**src/rtl/i2c_pkg.sv**
```systemverilog
// ============================================================================
//  Module   : i2c_pkg
//  Brief    : Shared types and constants for the codec I2C init path.
//  Revision : 1.0  initial release
// ============================================================================
`default_nettype none

package i2c_pkg;

    typedef enum logic [2:0] {
        ST_IDLE      = 3'd0,
        ST_LOAD      = 3'd1,
        ST_ISSUE     = 3'd2,
        ST_WAIT_DONE = 3'd3,
        ST_GAP       = 3'd4,
        ST_NEXT      = 3'd5,
        ST_DONE      = 3'd6,
        ST_ERROR     = 3'd7
    } seq_state_e;

    localparam logic       I2C_MODE_WRITE         = 1'b1;
    localparam logic       I2C_MODE_READ          = 1'b0;
    localparam logic [6:0] I2C_DEFAULT_CODEC_ADDR = 7'h1A;

endpackage

`default_nettype wire

```
**src/rtl/i2c_init_sequencer_if.sv**
```systemverilog
// ============================================================================
//  Module   : i2c_init_sequencer_if
//  Brief    : Request/busy handshake between the init sequencer and the
//             I2C controller.
//  Revision : 1.0  initial release
// ============================================================================
`default_nettype none

interface i2c_init_sequencer_if;
    logic       i2c_enable;
    logic       i2c_mode;
    logic [6:0] i2c_periph_addr;
    logic [7:0] i2c_byte;
    logic       i2c_busy;
    logic       i2c_nack;

    modport master (
        output i2c_enable, i2c_mode, i2c_periph_addr, i2c_byte,
        input  i2c_busy, i2c_nack
    );

    modport slave (
        input  i2c_enable, i2c_mode, i2c_periph_addr, i2c_byte,
        output i2c_busy, i2c_nack
    );
endinterface

`default_nettype wire

```
**src/rtl/i2c_init_rom.sv**
```systemverilog
// ============================================================================
//  Module   : i2c_init_rom
//  Brief    : Codec configuration table, 6-bit index to 8-bit byte.
//  Revision : 1.0  initial release
// ============================================================================
`default_nettype none

module i2c_init_rom (
    input  logic [5:0] i_index,
    output logic [7:0] o_byte
);

    always_comb begin
        case (i_index)
            6'd0:    o_byte = 8'h1E;
            6'd1:    o_byte = 8'h05;
            6'd2:    o_byte = 8'h97;
            6'd3:    o_byte = 8'h12;
            6'd4:    o_byte = 8'h0C;
            6'd5:    o_byte = 8'h07;
            6'd6:    o_byte = 8'h01;
            6'd7:    o_byte = 8'h42;
            default: o_byte = 8'h00;
        endcase
    end

endmodule

`default_nettype wire

```
**src/rtl/i2c_init_sequencer.sv**
```systemverilog
// ============================================================================
//  Module   : i2c_init_sequencer
//  Brief    : Walks the codec ROM and issues each byte as an I2C write.
//             Build macro CODEC_INIT_RETRY_EN enables per-entry NACK retries.
//  Revision : 1.0  initial release
// ============================================================================
`default_nettype none

module i2c_init_sequencer
    import i2c_pkg::*;
#(
    parameter int         NUM_CMDS       = 8,
    parameter logic [6:0] PERIPH_ADDR    = I2C_DEFAULT_CODEC_ADDR,
    parameter int         GAP_CYCLES     = 16,
    parameter int         TIMEOUT_CYCLES = 1024,
    parameter int         MAX_RETRIES    = 3
) (
    input  logic                 clk,
    input  logic                 reset,
    input  logic                 start,
    i2c_init_sequencer_if.master i2c,
    output logic                 busy,
    output logic                 done,
    output logic                 error,
    output logic [5:0]           cmd_index
);

    localparam logic [5:0]  c_last_idx     = 6'(NUM_CMDS - 1);
    localparam logic [7:0]  c_gap_last     = 8'(GAP_CYCLES - 1);
    localparam logic [10:0] c_timeout_last = 11'(TIMEOUT_CYCLES - 1);

    if (NUM_CMDS < 1 || NUM_CMDS > 64) begin : g_chk_num_cmds
        $error("NUM_CMDS out of range 1..64");
    end
    if (GAP_CYCLES < 1 || GAP_CYCLES > 255) begin : g_chk_gap
        $error("GAP_CYCLES out of range 1..255");
    end
    if (TIMEOUT_CYCLES < 1 || TIMEOUT_CYCLES > 2047) begin : g_chk_timeout
        $error("TIMEOUT_CYCLES does not fit the 11-bit timer");
    end
    if (MAX_RETRIES < 0 || MAX_RETRIES > 3) begin : g_chk_retries
        $error("MAX_RETRIES does not fit the 2-bit retry counter");
    end

    seq_state_e  state_q, state_d;
    logic        enable_q, enable_d;
    logic        mode_q, mode_d;
    logic [6:0]  addr_q, addr_d;
    logic [7:0]  byte_q, byte_d;
    logic        busy_q, busy_d;
    logic        done_q, done_d;
    logic        error_q, error_d;
    logic [5:0]  idx_q, idx_d;
    logic [10:0] timer_q, timer_d;
    logic [7:0]  gap_q, gap_d;
    logic        busy_prev_q, busy_prev_d;
`ifdef CODEC_INIT_RETRY_EN
    localparam logic [1:0] c_max_retries = 2'(MAX_RETRIES);
    logic [1:0]  retry_q, retry_d;
    logic        resend_q, resend_d;
`endif

    logic [7:0]  w_rom_byte;
    logic [10:0] w_timer_inc;
    logic        w_timer_expired;
    logic        w_busy_fell;

    i2c_init_rom u_rom (
        .i_index (idx_q),
        .o_byte  (w_rom_byte)
    );

    assign w_timer_inc     = (timer_q == 11'h7FF) ? timer_q : timer_q + 11'd1;
    assign w_timer_expired = (timer_q == c_timeout_last);
    // NACK is only meaningful on the cycle the controller releases busy
    assign w_busy_fell     = busy_prev_q & ~i2c.i2c_busy;

    always_comb begin
        state_d     = state_q;
        byte_d      = byte_q;
        done_d      = done_q;
        error_d     = error_q;
        idx_d       = idx_q;
        timer_d     = timer_q;
        gap_d       = gap_q;
        busy_prev_d = i2c.i2c_busy;
`ifdef CODEC_INIT_RETRY_EN
        retry_d     = retry_q;
        resend_d    = resend_q;
`endif

        case (state_q)
            ST_IDLE, ST_DONE, ST_ERROR: begin
                if (start) begin
                    state_d  = ST_LOAD;
                    idx_d    = 6'd0;
                    done_d   = 1'b0;
                    error_d  = 1'b0;
`ifdef CODEC_INIT_RETRY_EN
                    retry_d  = 2'd0;
                    resend_d = 1'b0;
`endif
                end
            end
            ST_LOAD: begin
                byte_d  = w_rom_byte;
                timer_d = 11'd0;
                state_d = ST_ISSUE;
            end
            ST_ISSUE: begin
                if (i2c.i2c_busy) begin
                    timer_d = 11'd0;
                    state_d = ST_WAIT_DONE;
                end else if (w_timer_expired) begin
                    state_d = ST_ERROR;
                    error_d = 1'b1;
                end else begin
                    timer_d = w_timer_inc;
                end
            end
            ST_WAIT_DONE: begin
                if (w_busy_fell) begin
                    gap_d = 8'd0;
                    if (i2c.i2c_nack) begin
`ifdef CODEC_INIT_RETRY_EN
                        if (retry_q == c_max_retries) begin
                            state_d = ST_ERROR;
                            error_d = 1'b1;
                        end else begin
                            retry_d  = retry_q + 2'd1;
                            resend_d = 1'b1;
                            state_d  = ST_GAP;
                        end
`else
                        state_d = ST_ERROR;
                        error_d = 1'b1;
`endif
                    end else begin
                        state_d = ST_GAP;
                    end
                end else if (w_timer_expired) begin
                    state_d = ST_ERROR;
                    error_d = 1'b1;
                end else begin
                    timer_d = w_timer_inc;
                end
            end
            ST_GAP: begin
                if (gap_q == c_gap_last) begin
`ifdef CODEC_INIT_RETRY_EN
                    // a retry reloads the same entry instead of advancing
                    state_d  = resend_q ? ST_LOAD : ST_NEXT;
                    resend_d = 1'b0;
`else
                    state_d = ST_NEXT;
`endif
                end else begin
                    gap_d = gap_q + 8'd1;
                end
            end
            ST_NEXT: begin
`ifdef CODEC_INIT_RETRY_EN
                retry_d = 2'd0;
`endif
                if (idx_q == c_last_idx) begin
                    state_d = ST_DONE;
                    done_d  = 1'b1;
                end else begin
                    idx_d   = idx_q + 6'd1;
                    state_d = ST_LOAD;
                end
            end
            default: state_d = ST_IDLE;
        endcase

        busy_d   = !(state_d inside {ST_IDLE, ST_DONE, ST_ERROR});
        enable_d = (state_d == ST_ISSUE);
        mode_d   = busy_d ? I2C_MODE_WRITE : I2C_MODE_READ;
        addr_d   = busy_d ? PERIPH_ADDR : 7'h00;
    end

    always_ff @(posedge clk or posedge reset) begin
        if (reset) begin
            state_q     <= ST_IDLE;
            enable_q    <= 1'b0;
            mode_q      <= 1'b0;
            addr_q      <= 7'h00;
            byte_q      <= 8'h00;
            busy_q      <= 1'b0;
            done_q      <= 1'b0;
            error_q     <= 1'b0;
            idx_q       <= 6'd0;
            timer_q     <= 11'd0;
            gap_q       <= 8'd0;
            busy_prev_q <= 1'b0;
`ifdef CODEC_INIT_RETRY_EN
            retry_q     <= 2'd0;
            resend_q    <= 1'b0;
`endif
        end else begin
            state_q     <= state_d;
            enable_q    <= enable_d;
            mode_q      <= mode_d;
            addr_q      <= addr_d;
            byte_q      <= byte_d;
            busy_q      <= busy_d;
            done_q      <= done_d;
            error_q     <= error_d;
            idx_q       <= idx_d;
            timer_q     <= timer_d;
            gap_q       <= gap_d;
            busy_prev_q <= busy_prev_d;
`ifdef CODEC_INIT_RETRY_EN
            retry_q     <= retry_d;
            resend_q    <= resend_d;
`endif
        end
    end

    assign i2c.i2c_enable      = enable_q;
    assign i2c.i2c_mode        = mode_q;
    assign i2c.i2c_periph_addr = addr_q;
    assign i2c.i2c_byte        = byte_q;
    assign busy                = busy_q;
    assign done                = done_q;
    assign error               = error_q;
    assign cmd_index           = idx_q;

endmodule

`default_nettype wire

```
**src/flat_wrapper.sv**
```systemverilog
// flat-port wrapper written by rule: the top's interface ports become plain ports
module i2c_init_sequencer_flat import i2c_pkg::*;
#(
    parameter int         NUM_CMDS       = 8,
    parameter logic [6:0] PERIPH_ADDR    = I2C_DEFAULT_CODEC_ADDR,
    parameter int         GAP_CYCLES     = 16,
    parameter int         TIMEOUT_CYCLES = 1024,
    parameter int         MAX_RETRIES    = 3
)
  (clk, reset, start, busy, done, error, cmd_index, i2c_i2c_enable, i2c_i2c_mode, i2c_i2c_periph_addr, i2c_i2c_byte, i2c_i2c_busy, i2c_i2c_nack);
  i2c_init_sequencer_if i2c_i ();
  input  logic clk;
  input  logic reset;
  input  logic start;
  output logic busy;
  output logic done;
  output logic error;
  output logic [5:0] cmd_index;
  output wire logic [$bits(i2c_i.i2c_enable)-1:0] i2c_i2c_enable;
  output wire logic [$bits(i2c_i.i2c_mode)-1:0] i2c_i2c_mode;
  output wire logic [$bits(i2c_i.i2c_periph_addr)-1:0] i2c_i2c_periph_addr;
  output wire logic [$bits(i2c_i.i2c_byte)-1:0] i2c_i2c_byte;
  input wire logic [$bits(i2c_i.i2c_busy)-1:0] i2c_i2c_busy;
  input wire logic [$bits(i2c_i.i2c_nack)-1:0] i2c_i2c_nack;
  assign i2c_i2c_enable = i2c_i.i2c_enable;
  assign i2c_i2c_mode = i2c_i.i2c_mode;
  assign i2c_i2c_periph_addr = i2c_i.i2c_periph_addr;
  assign i2c_i2c_byte = i2c_i.i2c_byte;
  assign i2c_i.i2c_busy = i2c_i2c_busy;
  assign i2c_i.i2c_nack = i2c_i2c_nack;
  i2c_init_sequencer #(.NUM_CMDS(NUM_CMDS), .PERIPH_ADDR(PERIPH_ADDR), .GAP_CYCLES(GAP_CYCLES), .TIMEOUT_CYCLES(TIMEOUT_CYCLES), .MAX_RETRIES(MAX_RETRIES)) u_core (.clk(clk), .reset(reset), .start(start), .i2c(i2c_i), .busy(busy), .done(done), .error(error), .cmd_index(cmd_index));
endmodule
```
**config.mk**
```make
export PLATFORM = sky130hd
export DESIGN_NAME = i2c_init_sequencer_flat
export DESIGN_NICKNAME = d
export VERILOG_FILES = /design/src/rtl/i2c_pkg.sv /design/src/rtl/i2c_init_sequencer_if.sv /design/src/rtl/i2c_init_rom.sv /design/src/rtl/i2c_init_sequencer.sv /design/src/flat_wrapper.sv
export SDC_FILE = /design/constraint.sdc
export NUM_CORES = 1
export LEC_CHECK = 0
export BUFFER_PORTS_ARGS = -buffer_cell sky130_fd_sc_hd__buf_4
export CAP_MARGIN = 20
export CORE_MARGIN = 5
export CORE_UTILIZATION = 35
export DETAILED_ROUTE_END_ITERATION = 16
export PLACE_DENSITY = 0.53
export SYNTH_ARGS = -nofsm -noshare
export SYNTH_HDL_FRONTEND = slang
export SYNTH_SLANG_ARGS = --single-unit
```
**constraint.sdc**
```tcl
create_clock -name clk -period 2.18 [get_ports clk]
set_input_delay 0.109 -clock clk [delete_from_list [all_inputs] [get_ports clk]]
set_output_delay 0.109 -clock clk [all_outputs]
set_load 0.02 [all_outputs]
```
# Yosys cells after proc, flatten, opt, wreduce, memory -nomap -nowiden
# Memories as Yosys holds them, arrays and structs flattened.
# Index checks and enable logic that the tools add are counted.
# totals
regBits,49
romBits,56
input_bits,5
output_inout_bits,26
wordCells,85
memories,1
# memory_table
memory,words,width,read_ports,rd_ports_with_merged_regs,wr,line,rtl
(name not given),8,7,1,0,0,i2c_init_rom.sv:14,case (i_index)
# op_classes
addsub,3
n_eq_ne,22
n_mux,30
bitwise_logic,2
reduce_logical,15
# op_table
cell,count
$mux 11,4
$pmux 11 s3,1
$mux 8,3
$eq 3x3->1 const B,6
$mux 3,6
$pmux 3 s6,1
$pmux 8 s2,1
$mux 6,2
$pmux 6 s2,1
$add 11x1->11 const B,1
$eq 11x10->1 const B,1
$eq 11x11->1 const B,1
$ne 2x2->1 const B,5
$eq 3x2->1 const B,3
$logic_not 3->1,3
$reduce_and 3->1,3
$reduce_bool 3->1,3
$add 8x1->8 const B,1
$eq 8x4->1 const B,1
$mux 1,7
$add 6x1->6 const B,1
$eq 6x3->1 const B,1
$mux 5,1
$ne 2x1->1 const B,2
other kinds (12),13

# Depth between registers and ports, before layout
# Gate-level depths: netlist (run 1).
# depth
word_depth,7
mapped_depth,7
mapped_depth_nobuf,6

# Cells and area by module
# A second synthesis (run 1) with hierarchy kept.
# unflattened
cells_unflattened,243
hier_area_um2,2384.8
# modules_own_cells
module,instances,cells_each,area_per_inst_um2
i2c_init_sequencer,1,224,2240.9
i2c_init_rom,1,19,143.9

# Worst setup path after synthesis (run 1)
# Ideal clock, no wire load.
# synth_timing
path_type,register to register
start,register u_core.idx_q[3] (netlist: u_core.cmd_index[3])
end,register u_core.addr_q[3] (netlist: u_core.i2c.i2c_periph_addr[3])
arrival_ps,1686
required_ps,2047
path_slack_ps,361
path_stages_with_launch,6
path_cell_list,dfrtp_1 -> or3_1 -> o311a_1 -> a211oi_4 -> xnor2_1 -> o31ai_1
# synth_between
elab_chain_len,6
elab_cells_between_ends,8
cone_classes,eq/ne (3); mux (3); reduce/logical (2)
# synth_lines
item,line,rtl
from (decl),i2c_init_sequencer.sv:53,"logic [5:0] idx_q, idx_d;"
from (signal assigned),i2c_init_sequencer.sv:209,idx_q <= idx_d;
$eq 6x3->1 *,i2c_init_sequencer.sv:165,if (idx_q == c_last_idx) begin
$mux 3 *,i2c_init_sequencer.sv:165,
$pmux 3 s6 *,i2c_init_sequencer.sv:92,case (state_q)
named net u_core.state_d[1],i2c_init_sequencer.sv:45,"seq_state_e state_q, state_d;"
$eq 3x3->1 / $logic_not 3->1 (equally long branches),i2c_init_sequencer.sv:176,"busy_d = !(state_d inside {ST_IDLE, ST_DONE, ST_ERROR});"
$reduce_bool 3->1 *,i2c_init_sequencer.sv:176,
$mux 5 *,i2c_init_sequencer.sv:179,addr_d = busy_d ? PERIPH_ADDR : 7'h00;
to (signal assigned),i2c_init_sequencer.sv:204,addr_q <= addr_d;
to (decl),i2c_init_sequencer.sv:48,"logic [6:0] addr_q, addr_d;"
# Mark *: on every way through the listed nets, which the timed path passes. The rest lies on a longest branch.
# A chain may end at the register's enable or synchronous reset.

# Final worst setup path (run 1)
# layout_timing
start,register u_core.state_q[1]
end,register u_core.timer_q[7]
# layout_between
elab_chain_len,3
elab_cells_between_ends,7
cone_classes,eq/ne (4); mux (1); reduce/logical (2)
# layout_lines
item,line,rtl
from (decl),i2c_init_sequencer.sv:45,
from (signal assigned),i2c_init_sequencer.sv:201,state_q <= state_d;
$eq 3x2->1 / $eq 3x1->1 (equally long branches),i2c_init_sequencer.sv:92,
$ne 2x2->1 (no line) / $reduce_bool 3->1 (equally long branches),n/a,
$reduce_and 2->1 (no line),n/a,
to (signal assigned),i2c_init_sequencer.sv:210,timer_q <= timer_d;
to (decl),i2c_init_sequencer.sv:54,"logic [10:0] timer_q, timer_d;"
# Parallel ways exist; a longest one is shown, timed or not.

==> qor.csv, run 1 <==
metric;value;unit
minimum clock period after layout;1.99;ns
Adder-Cell Fraction of Synth Area;3.97;%
worst rel slew slack;58.3;%
# fillers;621;
io pins;31;
largest net degree at the start of global routing;41;
Synth Area in Compound Gates;16.0;%
HPWL after detailed placement;3.32;mm
final setup fails;0;
critical path class;reg2reg;
Critical Path Sink Type;flip-flop;
DR WL/cell;14.1;um
Slew @ Worst Pin;0.619;ns
CTS tree;built;
critical path data required time;2.35;ns
FP Rows;29;
initial antenna violation count;0;
CTS buffer count;5;
pwr/cell area;1150;nW/um^2
Total Power;3.02;mW
GPL Wtd Cong;0.811;
Chip Width;89.4;um
DRC errors left;0;
synthesized flop and latch total;40;
Hold WC Path Type;in2reg;
total gr overflow;0;
mapped cell area;2210;sq um
core area;6240;sq um
DR iter-0 viols;74;
critical path arrival;2.15;ns
Mean Syn Cell Area;10.1;sq um
synth unique cells;51;
vias in the first global route;1583;
routed vias/inst;5.16;
asr flop ratio synth;100;%
height of the die;89.4;um
clk buf depth;2;
share of layout cells above drive strength 1;22.3;%
unrepaired setup endpoints after global routing;no;
fin crit share;91.1;%
simple-gate share of the synthesized area;20.8;%
Post-Synthesis Cells;219;
antenna diode count;0;
peak supply drop;0.430;mV
die area;7990;sq um
Initial Utilization;35.4;%
fmax;0.503;GHz
Final nets;262;
antenna-violating nets left;0;
Worst Hold Path Cells;3;
Reg2Reg Depth;5;
total negative slack;0;ns
Most used DFF post-synth;dfrtp_1;
critical path fanouts, max;14;
# clock sinks;40;
register area share after synthesis;45.4;%
Vias;1692;
Fin. Hold Viols;0;
Tot GR Track Use;12.5;%
# port buffers;25;
mux contribution to synthesized area;1.47;%
largest family of logic cells by synthesized area;simple AND/OR/NAND/NOR gates;
Skew-Pair Late Insertion Delay;0.30;ns
clock slew at reported path FFs;0.09;ns
global-route wire length before repair;7.67;mm
post-cts resize count;0;
H-tree depth;2;
CP Launch Type;flip-flop;
status;completed;
1st-pass router iterations;4;
Yosys Warn Count;0;
final wirelength;4.63;mm
skew final;0.0159;ns
Max Cap Violations;0;
Slew Limit Fails;0;
leak pwr;1.14;nW
Post-synth EDFFs;0;
post-synthesis xor/xnor area fraction;5.95;%
Post-CTS Setup Bufs;0;
root buf cell;clkbuf_8;
Area growth, synth to finish;18.7;%
cell usage after synthesis (2+ instances only):
library cell / instances / area share, %
dfrtp_1: 40 / 45
xnor2_1: 12 / 4.8
buf_4: 10 / 3.4
o21ai_0: 8 / 1.8
buf_2: 3 / 0.68
nor2b_1: 4 / 1.1
nor4_1: 5 / 1.4
or3_1: 5 / 1.4
nor2_2: 2 / 0.57
nor3_1: 3 / 0.68
nand2_1: 12 / 2.0
nor2_1: 19 / 3.2
mux2_2: 2 / 1.0
clkbuf_1: 3 / 0.51
o211ai_1: 2 / 0.68
a22o_1: 8 / 3.2
a22oi_1: 2 / 0.68
nand4_1: 6 / 1.7
ha_1: 7 / 4.0
xor2_1: 3 / 1.2
nand2b_1: 2 / 0.57
inv_1: 10 / 1.7
a211oi_1: 2 / 0.68
nor3b_2: 2 / 1.1
nor3_2: 3 / 1.4
a21oi_1: 11 / 2.5
nand3_1: 8 / 1.8
a31oi_1: 2 / 0.57
flip-flops by register name, indices dropped and copies added, names as in the netlist:
register / count
u_core.i2c.i2c_periph_addr: 1
u_core.gap_q: 8
u_core.state_q: 3
u_core.busy_prev_q: 1
u_core.error: 1
u_core.i2c.i2c_byte: 7
u_core.cmd_index: 6
u_core.done: 1
u_core.timer_q: 11
u_core.i2c.i2c_enable: 1
area by class of cell:
cell class | count | area [sq um] | share of cell area [%]
repair buffers | 36 | 275 | 10.5
clock buffers | 7 | 96.3 | 3.68
multi-input cells | 157 | 1080 | 41.3
flip-flops and latches | 40 | 1000 | 38.2
well taps | 77 | 96.3 | 3.68
clock inverters | 1 | 30.0 | 1.15
inverters | 10 | 37.5 | 1.43
per-stage QoR:
step                      cell area [sq um]  hold slack [ns]  std cells  utilization (%)  setup WS (ns)
after global routing                   2620            0.185        328             42.0         0.0103
after detailed placement               2470            0.262        318             39.6          0.229
after global placement                 2470            0.257        318             39.6          0.256
after CTS                              2620            0.158        328             42.0          0.213
after floorplan                        2220            0.140        223                -          0.361
final                                  2620            0.163        328             42.0          0.193
where the power goes:
part | total, mW | switching (mW) | internal, mW | leakage, nW
clock network | 0.669 | 0.264 | 0.404 | 0.0645
logic | 1.24 | 0.722 | 0.515 | 0.546
registers | 1.11 | 0.198 | 0.915 | 0.531
total | 3.02 | 1.18 | 1.83 | 1.14
worst max-delay path: stages (launching register included):
cell and delay, ns:
dfrtp_1 0.59, nor2_1 0.18, a211o_1 0.50, nor4_1 0.37, xnor2_1 0.16, nor2_1 0.05
cell usage in the layout (no fill, tap or decap), drive strengths merged, types with 2 or more instances in the layout:
cell,n
a211oi,3
a21oi,11
a22o,8
a22oi,2
a31oi,2
buf,34
clkbuf,7
conb,5
dfrtp,40
dlygate4sd3,2
ha,7
inv,10
mux2,2
nand2,12
nand2b,2
nand3,8
nand4,6
nor2,21
nor2b,4
nor3,6
nor3b,3
nor4,6
o211ai,2
o21ai,8
or3,5
xnor2,12
xor2,3
cell families after synthesis:
kind of cell,Yosys count
and+or+nand+nor,80
buffers and inverters,26
xor gates and xnor gates,15
DFF,40
adders and majority gates,7
muxes,3
AOI/OAI and AO/OA,47
other,1
per-layer routing:
layer / up-vias / track usage (%) / wire length, um
met5: - / 0 / 0
met4: 0 / 5.14 / 68
met3: 4 / 2.95 / 228
met2: 33 / 19.6 / 2170
met1: 811 / 16.7 / 2170
li1: 844 / - / -
repair_timing:
| item | CTS | global route |
|---|---|---|
| setup endpoints to repair | 0 | 0 |
| endpoints found under the hold margin | 41 | 0 |
| hold buffers | 2 | 0 |
worst paths after layout:
| kind | slack [ns] | end | start |
|---|---|---|---|
| max reg2reg | 0.19 | u_core.timer_q[7] | u_core.state_q[1] |
| min | 0.16 | u_core.state_q[1] | i2c_i2c_nack |
| max | 0.19 | u_core.timer_q[7] | u_core.state_q[1] |
| max in group asynchronous | 1.31 | u_core.timer_q[8] | reset |
| min reg2reg | 0.51 | u_core.i2c.i2c_byte[4] | u_core.i2c.i2c_byte[4] |
| min in group asynchronous | 0.49 | u_core.cmd_index[1] | reset |
No activity file was read; power rests on OpenSTA's default activity.
==> run 2, diff against run 1 <==
--- a/config.mk
+++ b/config.mk
@@ -12,4 +12,5 @@
 export DETAILED_ROUTE_END_ITERATION = 16
 export PLACE_DENSITY = 0.53
+export RECOVER_POWER = 100
 export SYNTH_ARGS = -nofsm -noshare
 export SYNTH_HDL_FRONTEND = slang
==> constraint.sdc (replaced) <==
create_clock -name clk -period 2.18 [get_ports clk]
set_input_delay 0.327 -clock clk [delete_from_list [all_inputs] [get_ports clk]]
set_output_delay 0.327 -clock clk [all_outputs]
set_load 0.02 [all_outputs]
==> qor.csv, run 2 (synthesized netlist as in run 1, its figures left out) <==
metric;value;unit;change
status;completed;;
worst rel slew slack;32.0;%;-26 points
critical path class;reg2reg;;
Net Sw Frac;40.5;%;+1.2 points
Place WS;0.229;ns;unchanged
# clock sinks;40;;unchanged
CTS buffer count;5;;unchanged
die area;7990;sq um;unchanged
sequential power share;38.3;%;+1.4 points
Tot GR Track Use;12.6;%;+0.019 points
fin crit share;93.1;%;+1.9 points
largest register by flop count;u_core.timer_q;;
HPWL after detailed placement;3.32;mm;unchanged
vias in the first global route;1589;;+0.38%
root buf cell;clkbuf_8;;
Initial Utilization;35.4;%;unchanged
antenna diode count;0;;unchanged
Area growth, synth to finish;12.6;%;
DR iter-0 viols;117;;+58%
post-cts resize count;0;;unchanged
total gr overflow;0;;unchanged
uppermost layer routed;met4;;
pwr/cell area;1160;nW/um^2;+0.85%
Post-CTS Setup Bufs;0;;unchanged
Hold WC Path Type;in2reg;;
share of layout cells above drive strength 1;11.6;%;-11 points
Max Cap Violations;0;;unchanged
Total Power;2.89;mW;-4.3%
clk buf depth;2;;unchanged
DR WL/cell;14.3;um;+1.1%
GPL Wtd Cong;0.811;;unchanged
routed vias/inst;5.16;;about the same
global-route wire length before repair;7.69;mm;+0.18%
antenna-violating nets left;0;;unchanged
commonest non-fill, non-tap cell in the layout;dfrtp_1;;
met2 WL;2.16;mm;-0.42%
Slew @ Worst Pin;1.02;ns;+0.400 ns
max FFs per register;11;;unchanged
initial antenna violation count;0;;unchanged
CTS tree;built;;
unrepaired setup endpoints after global routing;no;;
WL met3;221;um;-3.1%
Slew Limit Fails;0;;unchanged
Critical Path Sink Type;flip-flop;;
Hold Buf Count CTS;0;;-2
# port buffers;25;;unchanged
sw power;1.17;mW;-1.2%
critical path arrival;2.25;ns;+0.10 ns
minimum clock period after layout;2.03;ns;+0.0420 ns
worst reg2reg setup slack;0.15;ns;-0.04 ns
core area;6240;sq um;unchanged
1st-pass router iterations;4;;unchanged
final wirelength;4.65;mm;+0.48%
total negative slack;0;ns;unchanged
fmax;0.493;GHz;-2.1%
clock share of power;23.0;%;+0.9 points
skew final;0.0134;ns;-0.00245 ns
Fin. Hold Viols;0;;unchanged
H-tree depth;2;;unchanged
clock slew at reported path FFs;0.09;ns;about the same
final setup fails;0;;unchanged
FP Rows;29;;unchanged
worst path setup slack after routing;0.151;ns;-0.0420 ns
critical path fanouts, max;14;;unchanged
io pins;31;;unchanged
peak supply drop;0.385;mV;-10%
commonest cells after routing, fill and taps aside;dfrtp_1, clkbuf_1, nor2_1;;
Int Pwr;1.72;mW;-6.2%
Skew-Pair Late Insertion Delay;0.30;ns;about the same
leak pwr;1.03;nW;-9.3%
combinational group share of total power;38.7;%;-2.3 points
Chip Width;89.4;um;unchanged
critical path data required time;2.41;ns;+0.06 ns
met1 WL;2.20;mm;+1.7%
Final nets;260;;-0.76%
CP Launch Type;flip-flop;;
largest net degree at the start of global routing;41;;unchanged
Vias;1682;;-0.59%
DRC errors left;0;;unchanged
height of the die;89.4;um;unchanged
run 2: layout make-up:
class / instances / area (sq um)
clock buffer: 7 / 96.3
inverter: 10 / 37.5
multi-input combinational: 157 / 1060
timing repair buffer: 34 / 163
fill: 642 / 3750
sequential: 40 / 1000
tap: 77 / 96.3
clock inverter: 1 / 30.0
run 2: per-stage QoR:
stage	utilization, %	hold WS (ns)	cells	instance area, sq um
6_report	39.8	0.243	326	2490
5_1_grt	39.8	0.240	326	2490
4_1_cts	41.6	0.172	326	2600
3_5_place_dp	39.6	0.480	318	2470
3_3_place_gp	39.6	0.473	318	2470
2_1_floorplan	-	0.358	223	2220
run 2: worst paths after layout:
| path | start | end | cells after the start |
|---|---|---|---|
| setup / recovery | u_core.state_q[2] | u_core.gap_q[6] | 5 |
| hold / removal | i2c_i2c_busy | u_core.busy_prev_q | 1 |
| setup reg to reg | u_core.state_q[2] | u_core.gap_q[6] | 5 |
| hold reg to reg | u_core.i2c.i2c_byte[4] | u_core.i2c.i2c_byte[4] | 2 |
| max in group asynchronous | reset | u_core.timer_q[8] | 3 |
| min in group asynchronous | reset | u_core.cmd_index[1] | 3 |
run 2: metal layers:
layer / GRT usage, % / vias to the layer above
met5: 0 / -
li1: - / 841
met2: 19.6 / 31
met3: 2.95 / 4
met1: 16.8 / 806
met4: 5.14 / 0
run 2: critical path, cell delays in order (launching register included):
cell and delay (ns):
dfrtp_1 0.57, nor3b_1 0.34, o41ai_2 0.21, or2_0 0.32, or3_1 0.37, a21oi_1 0.15
run 2: power groups by stage:
| stage | combinational (mW) | clock, mW | sequential, mW |
|---|---|---|---|
| finish | 1.12 | 0.666 | 1.11 |
| global route | 1.25 | 0.714 | 1.14 |
| CTS | 1.26 | 0.691 | 1.11 |
| detailed placement | 1.26 | 0 | 1.12 |
| global placement | 1.25 | 0 | 1.12 |
| floorplan | 0.871 | 0 | 1.16 |
==> run 3, diff against run 2 <==
Settings changed: CORE_UTILIZATION 35 to 50, PLACE_DENSITY 0.53 to 0.71, RECOVER_POWER 100 to 25, SETUP_SLACK_MARGIN set to 0.3.
==> qor.csv, run 3 (synthesized netlist as in run 1, its figures left out) <==
metric;value;unit;change
DRC errors left;0;;unchanged
final wirelength;4.62;mm;-0.62%
Slew @ Worst Pin;0.976;ns;-0.0441 ns
Chip Width;76.4;um;-15%
global-route wire length before repair;7.34;mm;-4.5%
# fillers;364;;-43%
fmax;0.545;GHz;+11%
Vias;1721;;+2.3%
worst rel slew slack;35.0;%;+2.9 points
antenna-violating nets left;0;;unchanged
die area;5840;sq um;-27%
skew final;0.0128;ns;-0.000651 ns
Tot GR Track Use;15.3;%;+2.8 points
status;completed;;
critical path class;reg2reg;;
max FFs per register;11;;unchanged
commonest cells after routing, fill and taps aside;buf_4, dfrtp_1, nor2_1;;
Initial Utilization;51.0;%;+16 points
largest register by flop count;u_core.timer_q;;
final instance area;2700;sq um;+8.4%
leak pwr;1.16;nW;+12%
H-tree depth;2;;unchanged
Slew Limit Fails;0;;unchanged
unrepaired setup endpoints after global routing;yes;;
area of the multi-input gates;1190;sq um;+12%
HPWL after detailed placement;3.11;mm;-6.1%
vias in the first global route;1572;;-1.1%
initial antenna violation count;0;;unchanged
# clock sinks;40;;unchanged
clk buf depth;2;;unchanged
Area growth, synth to finish;22.1;%;
total negative slack;0;ns;unchanged
peak supply drop;0.561;mV;+46%
core area;4320;sq um;-31%
DR WL/cell;15.0;um;+5.2%
CTS tree;built;;
Hold Buf Count CTS;0;;unchanged
GPL Wtd Cong;0.896;;+10%
critical path data required time;2.40;ns;about the same
Fin. Hold Viols;0;;unchanged
critical path arrival;2.06;ns;-0.19 ns
critical path fanouts, max;10;;-4
# port buffers;25;;unchanged
final setup fails;0;;unchanged
DR iter-0 viols;129;;+10%
height of the die;76.4;um;-15%
minimum clock period after layout;1.84;ns;-0.193 ns
clock slew at reported path FFs;0.08;ns;about the same
CTS buffer count;5;;unchanged
FP Rows;24;;-17%
Total Power;3.05;mW;+5.4%
Max Cap Violations;0;;unchanged
Hold WC Path Type;in2reg;;
root buf cell;clkbuf_8;;
FF/Latch Area;1010;sq um;+0.63%
fin crit share;84.2;%;-8.9 points
Final nets;267;;+2.7%
antenna diode count;0;;unchanged
commonest non-fill, non-tap cell in the layout;buf_4;;
io pins;31;;unchanged
pwr/cell area;1130;nW/um^2;-2.8%
Hold WS;0.241;ns;-0.00250 ns
total gr overflow;0;;unchanged
share of layout cells above drive strength 1;29.7;%;+18 points
Skew-Pair Late Insertion Delay;0.30;ns;about the same
Critical Path Sink Type;flip-flop;;
CP Launch Type;flip-flop;;
routed vias/inst;5.59;;+8.3%
1st-pass router iterations;4;;unchanged
largest net degree at the start of global routing;41;;unchanged
DP Area;2430;sq um;-1.6%
run 3: cell count changes in the layout (fill, tap and decap cells not counted), sizes merged:
cell and delta:
bufinv -1, clkinvlp +2, buf +30, clkbuf -24
run 3: critical path, stage by stage (launching register included):
cell     delay [ns]
dfrtp_2        0.49
nor3b_2        0.30
o41ai_4        0.18
or2_1          0.30
or3_1          0.36
a21oi_1        0.14
run 3: worst paths after layout:
| path | startpoint | end | slack (ns) | depth (start not counted) |
|---|---|---|---|---|
| max in group asynchronous | reset | u_core.state_q[2] | 1.19 | 3 |
| worst min-delay path | i2c_i2c_busy | u_core.busy_prev_q | 0.24 | 1 |
| min in group asynchronous | reset | u_core.timer_q[2] | 0.32 | 3 |
| worst max register to register | u_core.state_q[0] | u_core.gap_q[6] | 0.34 | 5 |
| worst max-delay path | u_core.state_q[0] | u_core.gap_q[6] | 0.34 | 5 |
| worst min register to register | u_core.i2c.i2c_byte[7] | u_core.i2c.i2c_byte[7] | 0.51 | 1 |
run 3: cell type report:
class                   count  area share [%]
well taps                  52            2.41
clock buffers               6            3.06
repair buffers             41            11.2
inverters                  10            1.39
flip-flops and latches     40            37.4
clock inverters             2           0.557
multi-input cells         157            44.0
run 3: report_power, final:
part / switching [mW] / internal (mW)
clock: 0.268 / 0.256
combinational: 0.791 / 0.615
sequential: 0.194 / 0.921
run 3: timing repair:
action,in CTS,in global routing
resized for setup,7,13
setup endpoints to repair,7,18
pin swaps,0,4
setup buffers,0,8
run 3: metrics by stage:
step           instances  utilization (%)  setup WS [ns]
2_1_floorplan        223                -          0.361
5_1_grt              308             62.3          0.223
3_5_place_dp         292             56.3          0.232
3_3_place_gp         292             56.3          0.272
4_1_cts              300             59.3          0.300
6_report             308             62.3          0.345
run 3: layer usage:
layer	wire [um]	vias to the layer above	track usage, %
met3	214	6	4.49
met4	61	0	5.77
met1	2060	834	19.9
met2	2290	40	24.1
met5	0	-	0
li1	-	841	-
